`src/rtl/ram_dma.sv`:
```
// Block-move / block-fill engine for the 16-bit RAM.
// It copies len words from src to dst, or it fills len words at dst with one value.
module ram_dma #(
    parameter int AW = 16,
    parameter int DW = 16
) (
    input  logic          clk,
    input  logic          rst_n,
    input  logic          start,
    input  logic          mode,
    input  logic [AW-1:0] src,
    input  logic [AW-1:0] dst,
    input  logic [AW-1:0] len,
    input  logic          abort,
    output logic          busy,
    output logic          done,
    output logic [AW-1:0] count,
    output logic          mem_wen,
    output logic [DW-1:0] mem_din,
    output logic [AW-1:0] mem_addr,
    input  logic [DW-1:0] mem_dout
);

    typedef enum logic [1:0] {S_IDLE, S_RD, S_WR, S_FIN} state_t;

    state_t        state_q;
    logic          mode_q;
    logic [AW-1:0] src_q;
    logic [AW-1:0] dst_q;
    logic [AW-1:0] rem_q;
    logic [AW-1:0] count_q;
    logic [DW-1:0] data_q;

    // The RAM sees state and pointer decodes only. The single combinational path is
    // abort gating the write enable, so an aborted word never reaches the RAM.
    assign busy     = (state_q == S_RD) || (state_q == S_WR);
    assign done     = (state_q == S_FIN);
    assign count    = count_q;
    assign mem_wen  = (state_q == S_WR) && !abort;
    assign mem_din  = data_q;
    assign mem_addr = (state_q == S_RD) ? src_q :
                      (state_q == S_WR) ? dst_q : '0;

    always_ff @(posedge clk or negedge rst_n) begin
        if (!rst_n) begin
            state_q <= S_IDLE;
            mode_q  <= 1'b0;
            src_q   <= '0;
            dst_q   <= '0;
            rem_q   <= '0;
            count_q <= '0;
            data_q  <= '0;
        end else begin
            case (state_q)
                S_IDLE: begin
                    if (start) begin
                        mode_q  <= mode;
                        src_q   <= src;
                        dst_q   <= dst;
                        rem_q   <= len;
                        count_q <= '0;
                        if (mode) data_q <= src[DW-1:0];
                        if (len == '0)  state_q <= S_FIN;
                        else if (mode)  state_q <= S_WR;
                        else            state_q <= S_RD;
                    end
                end
                S_RD: begin
                    if (abort) begin
                        state_q <= S_FIN;
                    end else begin
                        data_q  <= mem_dout;
                        src_q   <= src_q + AW'(1);
                        state_q <= S_WR;
                    end
                end
                S_WR: begin
                    if (abort) begin
                        state_q <= S_FIN;
                    end else begin
                        dst_q   <= dst_q + AW'(1);
                        count_q <= count_q + AW'(1);
                        rem_q   <= rem_q - AW'(1);
                        if (rem_q == AW'(1)) state_q <= S_FIN;
                        else if (mode_q)     state_q <= S_WR;
                        else                 state_q <= S_RD;
                    end
                end
                default: state_q <= S_IDLE;
            endcase
        end
    end

endmodule

```
`config.mk`:
```
export PLATFORM = sky130hd
export DESIGN_NAME = ram_dma
export DESIGN_NICKNAME = d
export VERILOG_FILES = /design/src/rtl/ram_dma.sv
export SDC_FILE = /design/constraint.sdc
export NUM_CORES = 1
export LEC_CHECK = 0
export BUFFER_PORTS_ARGS = -buffer_cell sky130_fd_sc_hd__buf_2
export CAP_MARGIN = 20
export CORE_MARGIN = 2
export CORE_UTILIZATION = 30
export CTS_BUF_LIST = sky130_fd_sc_hd__clkbuf_8
export CTS_CLUSTER_SIZE = 25
export DETAILED_ROUTE_END_ITERATION = 10
export GPL_ROUTABILITY_DRIVEN = 0
export PLACE_DENSITY = 0.46
export SLEW_MARGIN = 20
export SYNTH_ARGS = -nofsm -noshare
export SYNTH_HDL_FRONTEND = slang
export SYNTH_SLANG_ARGS = --single-unit
```
`constraint.sdc`:
```
create_clock -name clk -period 4 [get_ports clk]
set_input_delay 0.8 -clock clk [delete_from_list [all_inputs] [get_ports clk]]
set_output_delay 0.8 -clock clk [all_outputs]
set_load 0.01 [all_outputs]
```
# Word-level counts from Yosys, hierarchy flattened
# Index checks and enable logic that the tools add are counted.
[word_totals] output_inout_bits=51 ff_bits=83 word_cells=56 input_bits=69
[op_classes] n_eq_ne=8 n_reduce_logical=11 muxes=26 n_addsub=4
[op_table] op="16-bit two-way mux" n=13
[op_table] op="16-bit one-hot mux with 2 select lines" n=5
[op_table] op="16-bit by 1-bit adder with 16-bit output, second input constant" n=3
[op_table] op="16-bit by 1-bit == test with 1-bit output, second input constant" n=1
[op_table] op="16-bit zero test" n=1
[op_table] op="16-bit by 1-bit subtractor with 16-bit output, second input constant" n=1
[op_table] op="2-bit two-way mux" n=6
[op_table] op="2-bit != test, second input constant" n=4
[op_table] op="2-bit one-hot mux with 3 select lines" n=1
[op_table] op="3-bit AND reduction" n=2
[op_table] op="2-bit == test, second input constant" n=2
[op_table] op="4-bit AND reduction" n=1
[op_table] op="2-bit nonzero test" n=2
[op_table] op="2-bit by 1-bit == test with 1-bit output, second input constant" n=1
[op_table] op="2-bit zero test" n=1
[op_table] op="2-bit AND reduction" n=1
[op_table] op="1-bit logical AND" n=1
[op_table] op="1-bit zero test" n=1
[op_table] op="1-bit logical OR" n=1
[op_table] op="1-bit two-way mux" n=1

# Logic depth before layout (Yosys ltp)
[logic_depth] ltp_word=4 depth_mapped=9 mapped_depth_nobuf=6

# Worst setup path before layout
# Ideal clock, no wire load.
[synth_timing] kind="register -> output" from="register state_q[1]" to="output mem_addr[11]" arrival_time_ns=1.755 stages_incl_launch_ff=8 path_buffers=3 required_ns=3.200 path_slack_ns=1.445 path_cell_list="dfrtp_1 > inv_1 > ha_1 > clkbuf_1 > clkbuf_1 > clkbuf_1 > nand2_1 > o21ai_0"
[synth_between] elab_chain_cells=3 elab_cells_between_ends=4 classes_between="eq/ne: 2; mux: 2"
[synth_lines] element="start, declared" line="26" text="state_t state_q;"
[synth_lines] element="start signal, assigned" line="46" text="state_q <= S_IDLE;"
[synth_lines] element="start signal, assigned" line="63" text="if (len == '0) state_q <= S_FIN;"
[synth_lines] element="start signal, assigned" line="64" text="else if (mode) state_q <= S_WR;"
[synth_lines] element="2-bit == test" line="42" text="(state_q == S_WR) ? dst_q : '0;"
[synth_lines] element="16-bit two-way mux" line="42"
[synth_lines] element="16-bit two-way mux (*)" line="41" text="assign mem_addr = (state_q == S_RD) ? src_q :"
[synth_lines] element="end, declared" line="20" text="output logic [AW-1:0] mem_addr,"
# Mark *: on every way between the ends. The rest lies on a longest branch, timed or not.

# Worst setup path after layout
[layout_timing] from="register state_q[0]" to="output mem_addr[4]"
# Same word-level chain as after synthesis.

==> out/metrics.yaml <==
placed_design:
  placed_cells: 919
  dp.final_hpwl_um: 12300
  place_area_mm2: 0.006005
  port_buffers: 119
yosys:
  syn_area_per_cell_um2: 8.555
  synth.top_cell.area_share_pct: 39.93
  synth_flop_cell: "dfrtp_1"
  synth-async-reset-ratio_pct: 100.0
  syn_area_mm2: 0.005201
  syn-num-nets: 686
  yosys-top-cells-area: "dfrtp_1, nand2_1, mux2i_1, a21oi_1, o21ai_0"
  ys_ff_latch: 83
  synth_edf_count: 0
  ys_warn_count: 0
  yosysSeqAreaShare_pct: 39.93
  netlist_instances: 608
  yosysTopAreaCell: "dfrtp_1"
  synth_cell_types: 54
cts:
  cts_setup_buffers: 0
  numClockSinks: 83
  path_clk_slew_ns: 0.09
  cts_resized: 0
  cts_tree: "built"
  clock_latency_ns: 0.38
  hold_buffers: 0
  cts-root-buf: "clkbuf_8"
  htreeDepth: 3
  clk_path_buf_depth: 2
  cts_buffers: 9
layout:
  most-common-layout-cells: "buf_2, dfrtp_1, nand2_1, a21oi_1, nor2_1"
  layout.cells.non_filler: 935
  area_growth_pct: 19.32
  insertedDiodeCount: 0
  drive_above_1_share_pct: 22.68
  finalNetCount: 783
  design_area_mm2: 0.006206
  post-route-util_pct: 36.26
  final_common_cell: "buf_2"
pwr:
  power_density_mw_per_mm2: 761.4
  power.leakage_nw: 2.652
  ir_drop_mv: 0.2465
  power_mw: 4.725
global_routing:
  grt_start_max_net_pins: 49
  grt_pass1_wl_um: 26650
  grt_pass1_vias: 4814
  grtUsageMet3_pct: 2.881
  top_usage_layer: "met2"
  met2_usage_pct: 28.82
  antenna_found_initial: 0
  grt_overflow: 0
  gr-usage-met1_pct: 26.34
  grt.total_usage_pct: 18.60
setup_path:
  worstSetupPathType: "flip-flop to primary output"
  cp_max_fo: 20
  reg2reg_from: "state_q[0]"
  r2r_end: "dst_q[15]"
  rrSetupSlack_ns: 1.06
  start_kind: "flip-flop"
  cp_data_arrival_time_ns: 2.75
  worst-endpoint-required_ns: 3.20
  crit_family: "adder cells"
  critPathBufInv: 3
  r2r_cells: 7
  cp_cell_sequence: "inv_1 > ha_1 > clkinv_1 > nor2_1 > a22o_1 > buf_2"
  slowest_delay_ns: 0.65
  crit_slowest_cell: "ha_1"
  crit_path_end_kind: "primary output"
route:
  routedWlPerCell_um: 18.06
  drc: 0
  routed_wirelength_um: 16890
  drt_first_iter_violations: 366
  drt-pass1-iter-count: 5
  vias: 5160
  via_per_inst: 5.519
  ant_nets: 0
floorplanning:
  rows: 48
  initial_utilization_pct: 30.39
  dieHeight_um: 135.7
  die-width_um: 135.7
  coreArea_mm2: 0.01712
  boundaryPins: 120
  die_area_mm2: 0.01841
timing:
  period_needed_ns: 3.548
  fmax_ghz: 0.2819
  setup_viol: 0
  clock_skew_ns: 0.008816
  max_slew_margin_pct: 31.57
  tightestPinTransition_ns: 1.017
  final_hold_viol_count: 0
  maxSlewViolCount: 0
  fin_crit_sh_pct: 88.69
  fin_setup_tns_ns: 0
  rsz0062_at_grt: "false"
outcome:
  status: "finished clean"
flow_run:
  cap_violations: 0
min_path:
  hp-class: "primary input to async pin"
worst register-to-register path: stages (launching register included):
cell      delay, ns
dfrtp_1        0.43
inv_1          0.10
ha_1           0.65
buf_4          0.36
nor2_1         0.15
nor3_4         0.78
o221ai_1       0.20
nor3_1         0.21
state kept, by name, summed over array words and instances, names as in the netlist:
| register | count |
|---|---|
| count | 16 |
| dst_q | 16 |
| mem_din | 16 |
| rem_q | 16 |
| src_q | 16 |
| state_q | 2 |
| mode_q | 1 |
through the flow:
| stage | hold WS, ns | setup slack [ns] |
|---|---|---|
| after floorplan | 0.4971 | 1.445 |
| after global placement | 0.5033 | 0.9118 |
| after detailed placement | 0.5102 | 0.8609 |
| after CTS | 0.1941 | 0.4015 |
| after global routing | 0.1976 | 0.2351 |
| final | 0.2095 | 0.4525 |
final cells by class:
class	instances	area, um2
tap	225	281.5
fill	1785	10910
inverter	11	41.29
timing repair buffer	131	688.2
sequential	83	2077
multi-input combinational	469	2917
clock buffer	9	123.9
clock inverter	7	77.57
per-layer routing:
metal  wire (um)  part of all wire, %  up-vias
met5           0                    0        -
met4         318                  1.9        0
met3         968                  5.7       22
met2        7714                   46      153
met1        7886                   47     2495
li1            -                    -     2490
cells in the mapped netlist, types with 3 or more instances:
cell type,number
or3_1,9
nor4_1,20
o31ai_1,6
nand2_1,74
a21o_1,5
a21oi_1,44
a221oi_1,3
a22o_1,12
or4_1,8
nand4b_1,8
and4_1,6
buf_1,4
a22oi_1,16
nand3b_1,3
and2_1,5
nor2b_1,10
mux2i_1,23
clkbuf_1,36
nor3_1,14
nor4b_1,3
nand3_1,22
o21ai_0,32
and3_1,5
nand2b_1,8
a41o_1,3
inv_1,10
a31o_2,3
a2bb2oi_1,6
o211ai_1,11
buf_2,3
o22ai_1,8
nor2_1,42
o41ai_1,3
ha_1,9
a221o_1,5
or2_2,3
nand4_1,16
dfrtp_1,83
a31oi_1,7
worst max-delay path by stage:
stage | start | to | cells past startpoint
after CTS | state_q[0] | mem_addr[14] | 6
after global routing | state_q[0] | mem_addr[14] | 6
after detailed placement | state_q[0] | mem_addr[14] | 6
after global placement | state_q[0] | mem_addr[14] | 6
final | state_q[0] | mem_addr[4] | 6
after floorplan | state_q[1] | mem_addr[11] | 7
cell families after synthesis:
kind of cell	after synthesis	synth area share, %
mux	25	4.859
buf+inv	56	4.402
fa+ha+maj	9	2.165
xor+xnor	3	0.5053
simple gates	259	25.96
compound gates	173	22.18
flops	83	39.93
report_power, final:
part | internal [mW] | total (mW) | leakage [nW] | switching [mW]
clock network | 0.292 | 0.652 | 0.0881 | 0.361
registers | 1.19 | 1.59 | 1.02 | 0.399
logic | 0.971 | 2.48 | 1.55 | 1.51
Note: power is estimated with default switching activity, not from simulation.
